===== src/rtl/spi_pkg.sv =====
// spi_pkg: shared types and constants for the SPI master byte transmitter.
//   spi_state_e : transmitter FSM states (GAP exists only in CS-gap builds)
//   SPI_BITS    : bits per frame
//   CLK_DIV_MIN : smallest legal SCK half-period in iclk cycles
//   CNT_W       : width of the half-period counter (CLK_DIV up to 255)
package spi_pkg;

   typedef enum logic [2:0] {
      IDLE  = 3'd0,
      LEAD  = 3'd1,
      SCK_H = 3'd2,
      SCK_L = 3'd3,
      TRAIL = 3'd4,
      GAP   = 3'd5
   } spi_state_e;

   localparam int SPI_BITS    = 8;
   localparam int CLK_DIV_MIN = 3;
   localparam int CNT_W       = 8;

   // True when the bit counter points at the last bit of the frame.
   function automatic logic bit_last(input logic [2:0] bitcnt);
      return (bitcnt == 3'(SPI_BITS - 1));
   endfunction

endpackage


===== src/rtl/spi_half_tick.sv =====
// spi_half_tick: SCK half-period counter.
//   iclk  in  system clock
//   rstn  in  asynchronous active-low reset
//   clr   in  restart the half-period (asserted on every FSM state change)
//   tick  out last cycle of the current half-period (cnt == CLK_DIV-1)
module spi_half_tick
   import spi_pkg::*;
#(
   parameter int CLK_DIV = 4
) (
   input  logic iclk,
   input  logic rstn,
   input  logic clr,
   output logic tick
);

   logic [CNT_W-1:0] cnt_r;

   assign tick = (cnt_r == CNT_W'(CLK_DIV - 1));

   // Half-period counter: wraps on tick, restarts on clear.
   always_ff @(posedge iclk or negedge rstn) begin
      if (!rstn) begin
         cnt_r <= {CNT_W{1'b0}};
      end else if (clr || tick) begin
         cnt_r <= {CNT_W{1'b0}};
      end else begin
         cnt_r <= cnt_r + CNT_W'(1);
      end
   end

endmodule


===== src/rtl/spi_m2s.sv =====
// spi_m2s: SPI master byte transmitter, mode 0, MSB first.
//   iclk  in   system clock
//   rstn  in   asynchronous active-low reset
//   start in   transfer request (ignored while busy)
//   din   in   byte to send, captured when start is accepted
//   busy  out  transfer in progress
//   done  out  one-cycle completion pulse
//   CS    out  chip select, active low
//   SCK   out  serial clock, idle low
//   MOSI  out  serial data, changes on SCK falling edges or CS assertion
// Build option: SPI_M2S_CS_GAP_EN adds a GAP state of CLK_DIV cycles after
// each frame, holding CS high and busy set; done pulses on GAP entry.
module spi_m2s
   import spi_pkg::*;
#(
   parameter int CLK_DIV = 4
) (
   input  logic       iclk,
   input  logic       rstn,
   input  logic       start,
   input  logic [7:0] din,
   output logic       busy,
   output logic       done,
   output logic       CS,
   output logic       SCK,
   output logic       MOSI
);

   spi_state_e  state_r, state_nxt_s;
   // din[7] goes straight to MOSI, so only the remaining seven bits are held.
   logic [6:0]  shreg_r, shreg_nxt_s;
   logic [2:0]  bitcnt_r, bitcnt_nxt_s;
   logic        busy_r, done_r, cs_r, sck_r, mosi_r;
   logic        busy_nxt_s, done_nxt_s, cs_nxt_s, sck_nxt_s, mosi_nxt_s;
   logic        tick_s, clr_s;

   // Counter is held at zero in IDLE so LEAD always starts a full half-period.
   assign clr_s = (state_nxt_s != state_r) || (state_r == IDLE);

   spi_half_tick #(.CLK_DIV(CLK_DIV)) u_half_tick (
      .iclk (iclk),
      .rstn (rstn),
      .clr  (clr_s),
      .tick (tick_s)
   );

   // Next-state and next-output logic for the transmit FSM.
   always_comb begin
      state_nxt_s  = state_r;
      shreg_nxt_s  = shreg_r;
      bitcnt_nxt_s = bitcnt_r;
      cs_nxt_s     = cs_r;
      sck_nxt_s    = sck_r;
      mosi_nxt_s   = mosi_r;
      done_nxt_s   = 1'b0;
      case (state_r)
         IDLE: begin
            if (start) begin
               shreg_nxt_s  = din[6:0];
               bitcnt_nxt_s = 3'd0;
               cs_nxt_s     = 1'b0;
               mosi_nxt_s   = din[7];
               state_nxt_s  = LEAD;
            end else begin
               cs_nxt_s  = 1'b1;
               sck_nxt_s = 1'b0;
            end
         end
         LEAD: begin
            if (tick_s) begin
               sck_nxt_s   = 1'b1;
               state_nxt_s = SCK_H;
            end else begin
               state_nxt_s = LEAD;
            end
         end
         SCK_H: begin
            if (tick_s) begin
               sck_nxt_s = 1'b0;
               if (bit_last(bitcnt_r)) begin
                  state_nxt_s = TRAIL;
               end else begin
                  bitcnt_nxt_s = bitcnt_r + 3'd1;
                  mosi_nxt_s   = shreg_r[6];
                  shreg_nxt_s  = {shreg_r[5:0], 1'b0};
                  state_nxt_s  = SCK_L;
               end
            end else begin
               state_nxt_s = SCK_H;
            end
         end
         SCK_L: begin
            if (tick_s) begin
               sck_nxt_s   = 1'b1;
               state_nxt_s = SCK_H;
            end else begin
               state_nxt_s = SCK_L;
            end
         end
         TRAIL: begin
            if (tick_s) begin
               cs_nxt_s    = 1'b1;
               mosi_nxt_s  = 1'b0;
               done_nxt_s  = 1'b1;
`ifdef SPI_M2S_CS_GAP_EN
               state_nxt_s = GAP;
`else
               state_nxt_s = IDLE;
`endif
            end else begin
               state_nxt_s = TRAIL;
            end
         end
`ifdef SPI_M2S_CS_GAP_EN
         // Start is honoured on the last GAP cycle so CS stays high for
         // exactly CLK_DIV cycles between back-to-back frames.
         GAP: begin
            if (tick_s && start) begin
               shreg_nxt_s  = din[6:0];
               bitcnt_nxt_s = 3'd0;
               cs_nxt_s     = 1'b0;
               mosi_nxt_s   = din[7];
               state_nxt_s  = LEAD;
            end else if (tick_s) begin
               state_nxt_s = IDLE;
            end else begin
               state_nxt_s = GAP;
            end
         end
`endif
         default: begin
            state_nxt_s = IDLE;
            cs_nxt_s    = 1'b1;
            sck_nxt_s   = 1'b0;
            mosi_nxt_s  = 1'b0;
         end
      endcase
      busy_nxt_s = (state_nxt_s != IDLE);
   end

   // State, datapath and output registers.
   always_ff @(posedge iclk or negedge rstn) begin
      if (!rstn) begin
         state_r  <= IDLE;
         shreg_r  <= 7'd0;
         bitcnt_r <= 3'd0;
         busy_r   <= 1'b0;
         done_r   <= 1'b0;
         cs_r     <= 1'b1;
         sck_r    <= 1'b0;
         mosi_r   <= 1'b0;
      end else begin
         state_r  <= state_nxt_s;
         shreg_r  <= shreg_nxt_s;
         bitcnt_r <= bitcnt_nxt_s;
         busy_r   <= busy_nxt_s;
         done_r   <= done_nxt_s;
         cs_r     <= cs_nxt_s;
         sck_r    <= sck_nxt_s;
         mosi_r   <= mosi_nxt_s;
      end
   end

   assign busy = busy_r;
   assign done = done_r;
   assign CS   = cs_r;
   assign SCK  = sck_r;
   assign MOSI = mosi_r;

endmodule


===== config.mk =====
export PLATFORM = sky130hd
export DESIGN_NAME = spi_m2s
export DESIGN_NICKNAME = d
export VERILOG_FILES = /design/src/rtl/spi_pkg.sv /design/src/rtl/spi_half_tick.sv /design/src/rtl/spi_m2s.sv
export SDC_FILE = /design/constraint.sdc
export NUM_CORES = 1
export LEC_CHECK = 0
export ABC_AREA = 1
export CORE_ASPECT_RATIO = 1.75
export CORE_UTILIZATION = 50
export CTS_CLUSTER_DIAMETER = 40
export CTS_CLUSTER_SIZE = 40
export DETAILED_ROUTE_END_ITERATION = 10
export PLACE_DENSITY = 0.8
export SYNTH_ARGS = -nofsm -noshare
export SYNTH_HDL_FRONTEND = slang
export SYNTH_HIERARCHICAL = 1
export SYNTH_SLANG_ARGS = --single-unit
export TNS_END_PERCENT = 10

===== constraint.sdc =====
create_clock -name iclk -period 2 [get_ports iclk]
set_clock_uncertainty 0.2 [all_clocks]
set_input_delay 0.6 -clock iclk [delete_from_list [all_inputs] [get_ports iclk]]
set_output_delay 0.6 -clock iclk [all_outputs]
set_load 0.01 [all_outputs]

==> results_dict.tcl, run 1 <==
set metrics [dict create \
    dr.first_iter.drc_count 38 \
    hold_path_startpoint "CS" \
    path_clk_slew_ns 0.09 \
    rsz0062_at_grt "true" \
    worst_pin_slew_ns 0.378 \
    synth_ff_type "dfrtp_1" \
    vdd_drop_max_mv 0.713 \
    path_delay_family "buffers and inverters" \
    setup_ws_ns 0.0253 \
    synth_edf_count 0 \
    slowest_delay_ns 0.53 \
    drive_gt1_frac 0.232 \
    vias 1306 \
    place_ws_ns -0.118 \
    multiInputGateArea_sq_um 694 \
    die_height_um 73.4 \
    syn-num-nets 202 \
    dp.cells 241 \
    yosys_warnings 6 \
    floorplan.initialDensity 0.536 \
    syn_area_sq_um 1460 \
    start_kind "register" \
    cts_buffers 3 \
    clk_latency_ns 0.28 \
    drt-total-wl_mm 2.98 \
    maxCapViolCount 0 \
    dpl.hpwl_mm 2.30 \
    arrival_ns 1.17 \
    setup_viol 0 \
    grt_pass1_vias 1327 \
    area_delta_synth_final_pct 26.9 \
    antenna_found_initial 0 \
    tritoncts "built" \
    ys_seq_elements 26 \
    fin_cells 247 \
    critical-path-slowest-cell "clkdlybuf4s50_1" \
    nets 236 \
    leakage_nw 0.958 \
    wl_per_cell_um 12.1 \
    worstSetupPathType "register to primary output" \
    async_reset_ff_frac 1.00 \
    fin_crit_ns 1.97 \
    critPathLaunch "MOSI" \
    core.rowCount 25 \
    max_freq_ghz 0.506 \
    diodes 0 \
    die_w_um 42.8 \
    yosys.area.top_type "dfrtp_1" \
    syn_avg_cell_area_sq_um 7.79 \
    crit_required_ns 1.20 \
    fin_hold_ws_ns 0.265 \
    dieArea_sq_um 3140 \
    synth.most_common_cell "nand2_1" \
    crit_fanout 2 \
    avgViaCountPerCell 5.29 \
    regArea_sq_um 652 \
    ys_seq_area_frac 0.447 \
    synth.area.top_cells "dfrtp_1 43%, nand2_1 14%, inv_1 7.0%" \
    worst-path-buf-inv 1 \
    grtUsageTotal 0.216 \
    cellPowerDensity_nw_per_um2 1120 \
    hold_class "register to register" \
    overflow 0 \
    yosysTopAreaCellShare 0.429 \
    outcome "finished, final reports clean" \
    grt_pass1_wl_mm 5.13 \
    ctsLongestPathBuffers 2 \
    drtPass1Iterations 4 \
    place_congestion 0.906 \
    grt_max_degree 27 \
    fill_cells 227 \
    root_buffer "clkbuf_8" \
    crit_path_cell_trace "clkdlybuf4s50_1" \
    yosys.cell_types.count 24 \
    setup.worst_path.end_class "primary output" \
    ant_nets 0 \
    netlist_instances 187 \
    buffer_ports.inserted 15 \
    slew_headroom 0.748 \
    htreeDepth 1 \
    coreArea_sq_um 2720 \
    slew_violations 0 \
    synth_common_cells "55 x nand2_1, 27 x inv_1, 25 x dfrtp_1" \
    hold_buffers 0 \
    route.detailed.drc 0 \
    hold_viol 0 \
    reg2reg_from "u_half_tick/cnt_r[1]" \
    pin_count 16 \
    clock_sinks 26 \
    setup_tns_ns 0 \
    period_share 0.987 \
]
[cell usage in the layout (no fill, tap or decap), types with 3 or more instances in the layout]
cell	count
nor2_4	3
inv_1	24
dfrtp_1	25
buf_4	15
o21ai_0	13
clkbuf_8	4
nand3_1	13
ha_1	3
nor2_2	5
nand4_1	3
nand2_2	8
o21ai_2	5
clkdlybuf4s50_1	13
nand2_1	52
nor2_1	13
[power by group]
part	switching, mW	internal [mW]	leakage (nW)
combinational	0.559	0.394	0.593
sequential	0.0950	0.677	0.337
clock	0.165	0.176	0.0288
[sequential cells by signal, indices dropped and copies added, names as in the netlist]
register	flops
busy	1
bitcnt_r	3
u_half_tick/cnt_r	8
done	1
CS	1
SCK	1
state_r	3
shreg_r	7
MOSI	1
[what timing repair did]
item,4_1_cts,5_1_grt
gates resized for setup,7,8
hold endpoints to repair,0,0
pin swaps,1,1
setup endpoints to repair,9,9
setup buffers,0,2
[worst paths after layout]
check	to	slack (ns)	cells past startpoint
max in group asynchronous	CS	0.91	2
min in group asynchronous	u_half_tick/cnt_r[0]	0.46	2
min reg2reg	CS	0.26	2
min	CS	0.26	2
max reg2reg	u_half_tick/cnt_r[4]	0.04	15
max	MOSI	0.03	1
[stage by stage]
| step | utilization | cell area, sq um | power, mW |
|---|---|---|---|
| after detailed placement | 0.645 | 1760 | 1.69 |
| after floorplan | - | 1460 | 1.38 |
| after CTS | 0.668 | 1820 | 2.04 |
| after global placement | 0.645 | 1760 | 1.65 |
| final | 0.680 | 1850 | 2.07 |
| after global routing | 0.680 | 1850 | 2.22 |
[cell families (layout without fill, tap and decap cells)]
| family | Yosys count | after routing | share of synthesized area |
|---|---|---|---|
| simple gates | 103 | 103 | 0.330 |
| fa+ha+maj | 4 | 4 | 0.0343 |
| xor+xnor | 3 | 3 | 0.0180 |
| compound gates | 20 | 20 | 0.0815 |
| buf+inv | 31 | 64 | 0.0884 |
| flops | 26 | 26 | 0.447 |
[routing by layer]
layer / GRT usage / wire length, um / vias up
li1: - / - / 652
met1: 0.225 / 1110 / 602
met2: 0.384 / 1630 / 39
met3: 0.0197 / 96 / 13
met4: 0.167 / 153 / 0
met5: 0 / 0 / -
[final cells by class]
cell class	count	share of cell area
well taps	27	0.0183
flip-flops and latches	26	0.353
inverters	28	0.0595
repair buffers	32	0.164
multi-input cells	130	0.376
clock buffers	4	0.0298
Note: power is estimated with default switching activity, not from simulation.
==> run 2: changes to the inputs <==
--- a/config.mk
+++ b/config.mk
@@ -6,12 +6,13 @@
 export NUM_CORES = 1
 export LEC_CHECK = 0
 export ABC_AREA = 1
+export CAP_MARGIN = 0
 export CORE_ASPECT_RATIO = 1.75
 export CORE_UTILIZATION = 50
 export CTS_CLUSTER_DIAMETER = 40
 export CTS_CLUSTER_SIZE = 40
 export DETAILED_ROUTE_END_ITERATION = 10
-export PLACE_DENSITY = 0.8
+export PLACE_DENSITY = 0.77
 export SYNTH_ARGS = -nofsm -noshare
 export SYNTH_HDL_FRONTEND = slang
 export SYNTH_HIERARCHICAL = 1
==> constraint.sdc (replaced) <==
create_clock -name iclk -period 2.05 [get_ports iclk]
set_clock_uncertainty 0.2 [all_clocks]
set_input_delay 0.615 -clock iclk [delete_from_list [all_inputs] [get_ports iclk]]
set_output_delay 0.615 -clock iclk [all_outputs]
set_load 0.01 [all_outputs]
==> run 2 against run 1 <==
Compared with the run above: clock-buffer cell count unchanged; sequential share of layout area did not move; global-route usage decreased by 0.57 points; register-to-register slack better by 0.10 ns; critical endpoint is now SCK; largest cell class unchanged; largest power group unchanged; highest routed layer unchanged.
==> results_dict.tcl, run 2 (synthesis results as in run 1) <==
set metrics [dict create \
    outcome "finished, final reports clean" \
    setup_ws_ns 0.0756 \
    hold_buffers 0 \
    hold_depth 2 \
    cellPowerDensity_nw_per_um2 1110 \
    ant_nets 0 \
    path_delay_family "buffers and inverters" \
    overflow 0 \
    multiInputGateArea_sq_um 729 \
    antenna_found_initial 0 \
    slew_headroom 0.754 \
    vias 1304 \
    cts_buffers 3 \
    reg.largest.list "u_half_tick/cnt_r (8), shreg_r (7)" \
    clock_sinks 26 \
    core.rowCount 25 \
    die_w_um 42.8 \
    rsz0062_at_grt "false" \
    drtPass1Iterations 4 \
    dpl.hpwl_mm 2.20 \
    regArea_sq_um 652 \
    vdd_drop_max_mv 0.659 \
    mostFrequentLayoutCells "53 x nand2_1, 25 x dfrtp_1, 24 x inv_1" \
    r2r_cells 15 \
    dp.cells 237 \
    worstSetupPathType "register to primary output" \
    hold_path_startpoint "CS" \
    path_clk_slew_ns 0.09 \
    setup_tns_ns 0 \
    grt_max_degree 27 \
    setup.worst_path.end_class "primary output" \
    finalPower_mw 2.05 \
    final_common_cell "nand2_1" \
    nets 234 \
    regToRegSetupSlack_ns 0.14 \
    pin_count 16 \
    ctsLongestPathBuffers 2 \
    coreArea_sq_um 2720 \
    buffer_ports.inserted 15 \
    worst_pin_slew_ns 0.369 \
    slowest_delay_ns 0.54 \
    period_share 0.963 \
    wl_per_cell_um 12.4 \
    route.detailed.drc 0 \
    slew_violations 0 \
    crit_required_ns 1.23 \
    floorplan.initialDensity 0.536 \
    critical-path-slowest-cell "clkdlybuf4s50_1" \
    fin_util 0.680 \
    die_height_um 73.4 \
    htreeDepth 1 \
    maxCapViolCount 0 \
    regMostFlops "u_half_tick/cnt_r" \
    root_buffer "clkbuf_8" \
    drive_gt1_frac 0.239 \
    diodes 0 \
    avgViaCountPerCell 5.32 \
    start_kind "register" \
    crit_fanout 2 \
    largest_reg_flops 8 \
    fin_cells 245 \
    crit_path_cell_trace "clkdlybuf4s50_1" \
    drt-total-wl_mm 3.04 \
    r2r-end "u_half_tick/cnt_r[1]" \
    dieArea_sq_um 3140 \
    area_delta_synth_final_pct 26.9 \
    setup_viol 0 \
    reg2reg_from "u_half_tick/cnt_r[0]" \
    leakage_nw 0.932 \
    tritoncts "built" \
    worst-path-buf-inv 1 \
    place_ws_ns 0.00728 \
    grtUsageTotal 0.210 \
    clk_latency_ns 0.27 \
    place_congestion 0.870 \
    max_freq_ghz 0.506 \
    arrival_ns 1.16 \
    fin_crit_ns 1.97 \
    grt_pass1_wl_mm 4.99 \
    hold_class "register to register" \
    fill_cells 220 \
    dr.first_iter.drc_count 42 \
    holdPathEnd "CS" \
    hold_viol 0 \
    grt_pass1_vias 1237 \
]
run 2: layer usage:
metal,share of wire,global-route usage,up-vias
met1,0.39,0.212,624
met2,0.57,0.401,24
li1,-,-,647
met5,0,0,-
met4,0.020,0.104,0
met3,0.021,0.0319,9
run 2: worst min-delay path, stage by stage (launching register included):
cell and delay (ns):
dfstp_2 0.38, nand2_1 0.05, nand2_1 0.04
run 2: layout make-up:
class	count	share of cell area
multi-input cells	130	0.394
flip-flops and latches	26	0.353
clock buffers	4	0.0298
inverters	28	0.0568
repair buffers	30	0.148
well taps	27	0.0183
run 2: worst max path at each step:
stage / end / depth (start not counted) / from
floorplan: u_half_tick/cnt_r[5] / 15 / u_half_tick/cnt_r[0]
global placement: shreg_r[6] / 8 / start
detailed placement: u_half_tick/cnt_r[5] / 14 / u_half_tick/cnt_r[0]
CTS: u_half_tick/cnt_r[5] / 14 / u_half_tick/cnt_r[0]
global route: u_half_tick/cnt_r[5] / 15 / u_half_tick/cnt_r[0]
finish: SCK / 1 / SCK
run 2: power breakdown:
part	leakage, nW	internal [mW]	switching (mW)
Combinational	0.567	0.390	0.576
Clock	0.0288	0.172	0.162
Sequential	0.337	0.660	0.0900
run 2: metrics by stage:
step,hold WS (ns),instance area (sq um)
after floorplan,0.119,1460
after global placement,0.254,1710
after detailed placement,0.260,1710
after CTS,0.272,1770
after global routing,0.288,1850
final,0.268,1850
run 2: repair_timing:
action	in CTS	in global routing
resized for setup	3	16
buffers inserted	0	4
cloned	0	0
setup endpoints to repair	9	8
pin swaps	0	4
==> run 3: changes to the inputs <==
--- a/config.mk
+++ b/config.mk
@@ -15,6 +15,5 @@
 export PLACE_DENSITY = 0.77
 export SYNTH_ARGS = -nofsm -noshare
 export SYNTH_HDL_FRONTEND = slang
-export SYNTH_HIERARCHICAL = 1
 export SYNTH_SLANG_ARGS = --single-unit
 export TNS_END_PERCENT = 10
==> run 3 against run 2 <==
Compared with the run above: sequential share of layout area up 4.9 points; global-route usage decreased by 0.89 points; worst setup slack improved by 0.010 ns; sequential cell count stayed put; critical endpoint is now MOSI; first-iteration DRC count down 19%; routed wire length fell by 16%; clock-buffer cell count unchanged; non-clock buffer count fell by 11; die area down 4.5%.
==> results_dict.tcl, run 3 <==
set metrics [dict create \
    outcome "finished, final reports clean" \
    crit_fanout 2 \
    reg.largest.list "u_half_tick.cnt_r (8), shreg_r (7)" \
    drive_gt1_frac 0.131 \
    root_buffer "clkbuf_8" \
    dr.first_iter.drc_count 34 \
    mostFrequentLayoutCells "60 x nand2_1, 25 x dfrtp_1, 18 x nor2_1" \
    tritoncts "built" \
    critical-path-slowest-cell "clkdlybuf4s50_1" \
    yosys_warnings 0 \
    crit_path_cell_trace "clkdlybuf4s50_1" \
    slew_violations 0 \
    grt_pass1_vias 1120 \
    synth.area.top_cells "dfrtp_1 45%, nand2_1 16%, nor2_1 4.9%" \
    coreArea_sq_um 2660 \
    vdd_drop_max_mv 0.412 \
    start_kind "register" \
    netlist_instances 171 \
    diodes 0 \
    period_share 0.958 \
    grt_pass1_wl_mm 4.62 \
    floorplan.initialDensity 0.522 \
    ant_nets 0 \
    pin_count 16 \
    clk_latency_ns 0.27 \
    setup.worst_path.end_class "primary output" \
    core.rowCount 25 \
    synth_common_cells "60 x nand2_1, 25 x dfrtp_1, 18 x nor2_1" \
    dpl.hpwl_mm 1.93 \
    drt-total-wl_mm 2.55 \
    antenna_found_initial 0 \
    nets 206 \
    ys_seq_elements 26 \
    yosys.cell_types.count 24 \
    synth_edf_count 0 \
    vias 1143 \
    hold_class "register to register" \
    syn_avg_cell_area_sq_um 8.12 \
    place_congestion 0.794 \
    path_clk_slew_ns 0.08 \
    buffer_ports.inserted 15 \
    overflow 0 \
    maxCapViolCount 0 \
    htreeDepth 1 \
    leakage_nw 0.795 \
    avgViaCountPerCell 5.24 \
    setup_viol 0 \
    route.detailed.drc 0 \
    ctsLongestPathBuffers 2 \
    slew_headroom 0.779 \
    wl_per_cell_um 11.7 \
    slowest_delay_ns 0.53 \
    syn-num-nets 185 \
    setup_tns_ns 0 \
    worst_pin_slew_ns 0.332 \
    hold_viol 0 \
    yosys.area.top_type "dfrtp_1" \
    regMostFlops "u_half_tick.cnt_r" \
    grt_max_degree 27 \
    max_freq_ghz 0.509 \
    dieArea_sq_um 3000 \
    syn_area_sq_um 1390 \
    drtPass1Iterations 4 \
    cellPowerDensity_nw_per_um2 518 \
    final_common_cell "nand2_1" \
    regArea_sq_um 652 \
    cts_buffers 3 \
    multiInputGateArea_sq_um 657 \
    area_delta_synth_final_pct 16.8 \
    fin_crit_ns 1.96 \
    worstSetupPathType "register to primary output" \
    die_w_um 41.8 \
    ys_seq_area_frac 0.469 \
    grtUsageTotal 0.201 \
    path_delay_family "buffers and inverters" \
    finalPower_uw 841 \
    yosysTopAreaCellShare 0.450 \
    worst-path-buf-inv 1 \
    die_height_um 71.7 \
    synth.most_common_cell "nand2_1" \
    clock_sinks 26 \
    async_reset_ff_frac 1.00 \
    crit_required_ns 1.23 \
    largest_reg_flops 8 \
    synth_ff_type "dfrtp_1" \
    fill_cells 223 \
    arrival_ns 1.15 \
    rsz0062_at_grt "false" \
    hold_buffers 0 \
]
-- run 3: cell types whose count changed after synthesis, moves of 3 or more --
cell | before | now
inv_1 | 27 | 14
nand2_1 | 55 | 60
nand4_1 | 3 | 0
o21ai_0 | 14 | 7
xor2_1 | 2 | 5
-- run 3: worst register-to-register path: stages, from the launching register on --
cell     delay [ns]
dfrtp_1        0.38
ha_1           0.24
nand2_1        0.07
nor2_1         0.10
nand2_1        0.14
nand2_1        0.14
o21ai_0        0.11
or2_2          0.29
-- run 3: power breakdown --
| part | total (mW) | internal (mW) | leakage [nW] | switching [mW] |
|---|---|---|---|---|
| sequential | 0.512 | 0.512 | 0.330 | 0 |
| combinational | 0.0371 | 0.0206 | 0.443 | 0.0165 |
| clock | 0.292 | 0.139 | 0.0228 | 0.153 |
| total | 0.841 | 0.672 | 0.795 | 0.169 |
-- run 3: area by class of cell --
type                            count  area share
Clock buffer                        4      0.0278
Inverter                           15      0.0347
Multi-Input combinational cell    127       0.405
Sequential cell                    26       0.402
Tap cell                           27      0.0208
Timing Repair Buffer               19       0.110
-- run 3: through the flow --
| stage | hold WS (ns) | instance area [sq um] | setup slack [ns] | instances | util |
|---|---|---|---|---|---|
| detailed placement | 0.259 | 1580 | 0.0766 | 214 | 0.594 |
| global route | 0.295 | 1620 | 0.0385 | 218 | 0.610 |
| global placement | 0.247 | 1580 | 0.0979 | 214 | 0.594 |
| CTS | 0.271 | 1620 | 0.0770 | 218 | 0.610 |
| finish | 0.267 | 1620 | 0.0860 | 218 | 0.610 |
| floorplan | 0.119 | 1390 | 0.358 | 171 | - |
-- run 3: path summary, 6_finish.rpt --
path | startpoint | slack, ns | to | cells past startpoint
min reg2reg | u_half_tick.cnt_r[0] | 0.27 | u_half_tick.cnt_r[0] | 1
max in group asynchronous | rstn | 0.84 | CS | 2
max | MOSI | 0.09 | MOSI | 1
max reg2reg | u_half_tick.cnt_r[0] | 0.27 | busy | 7
min in group asynchronous | rstn | 0.51 | u_half_tick.cnt_r[5] | 2
min | u_half_tick.cnt_r[0] | 0.27 | u_half_tick.cnt_r[0] | 1
-- run 3: metal layers --
layer  wire length, um  up-vias  global-route usage
li1                  -      570                   -
met1               983      541               0.209
met2              1390       22               0.365
met3                74       10              0.0252
met4                99        0               0.136
met5                 0        -                   0
-- run 3: kinds of logic after synthesis --
kind of cell	count (synthesis)	synth area share
xor+xnor	6	0.0378
simple gates	104	0.337
fa+ha+maj	3	0.0270
compound gates	14	0.0712
flops	26	0.469
buf+inv	18	0.0577
-- run 3: repair_timing --
item / in CTS / in global routing
setup buffers: 0 / 0
resized for setup: 1 / 0
endpoints found under the setup margin: 1 / 0
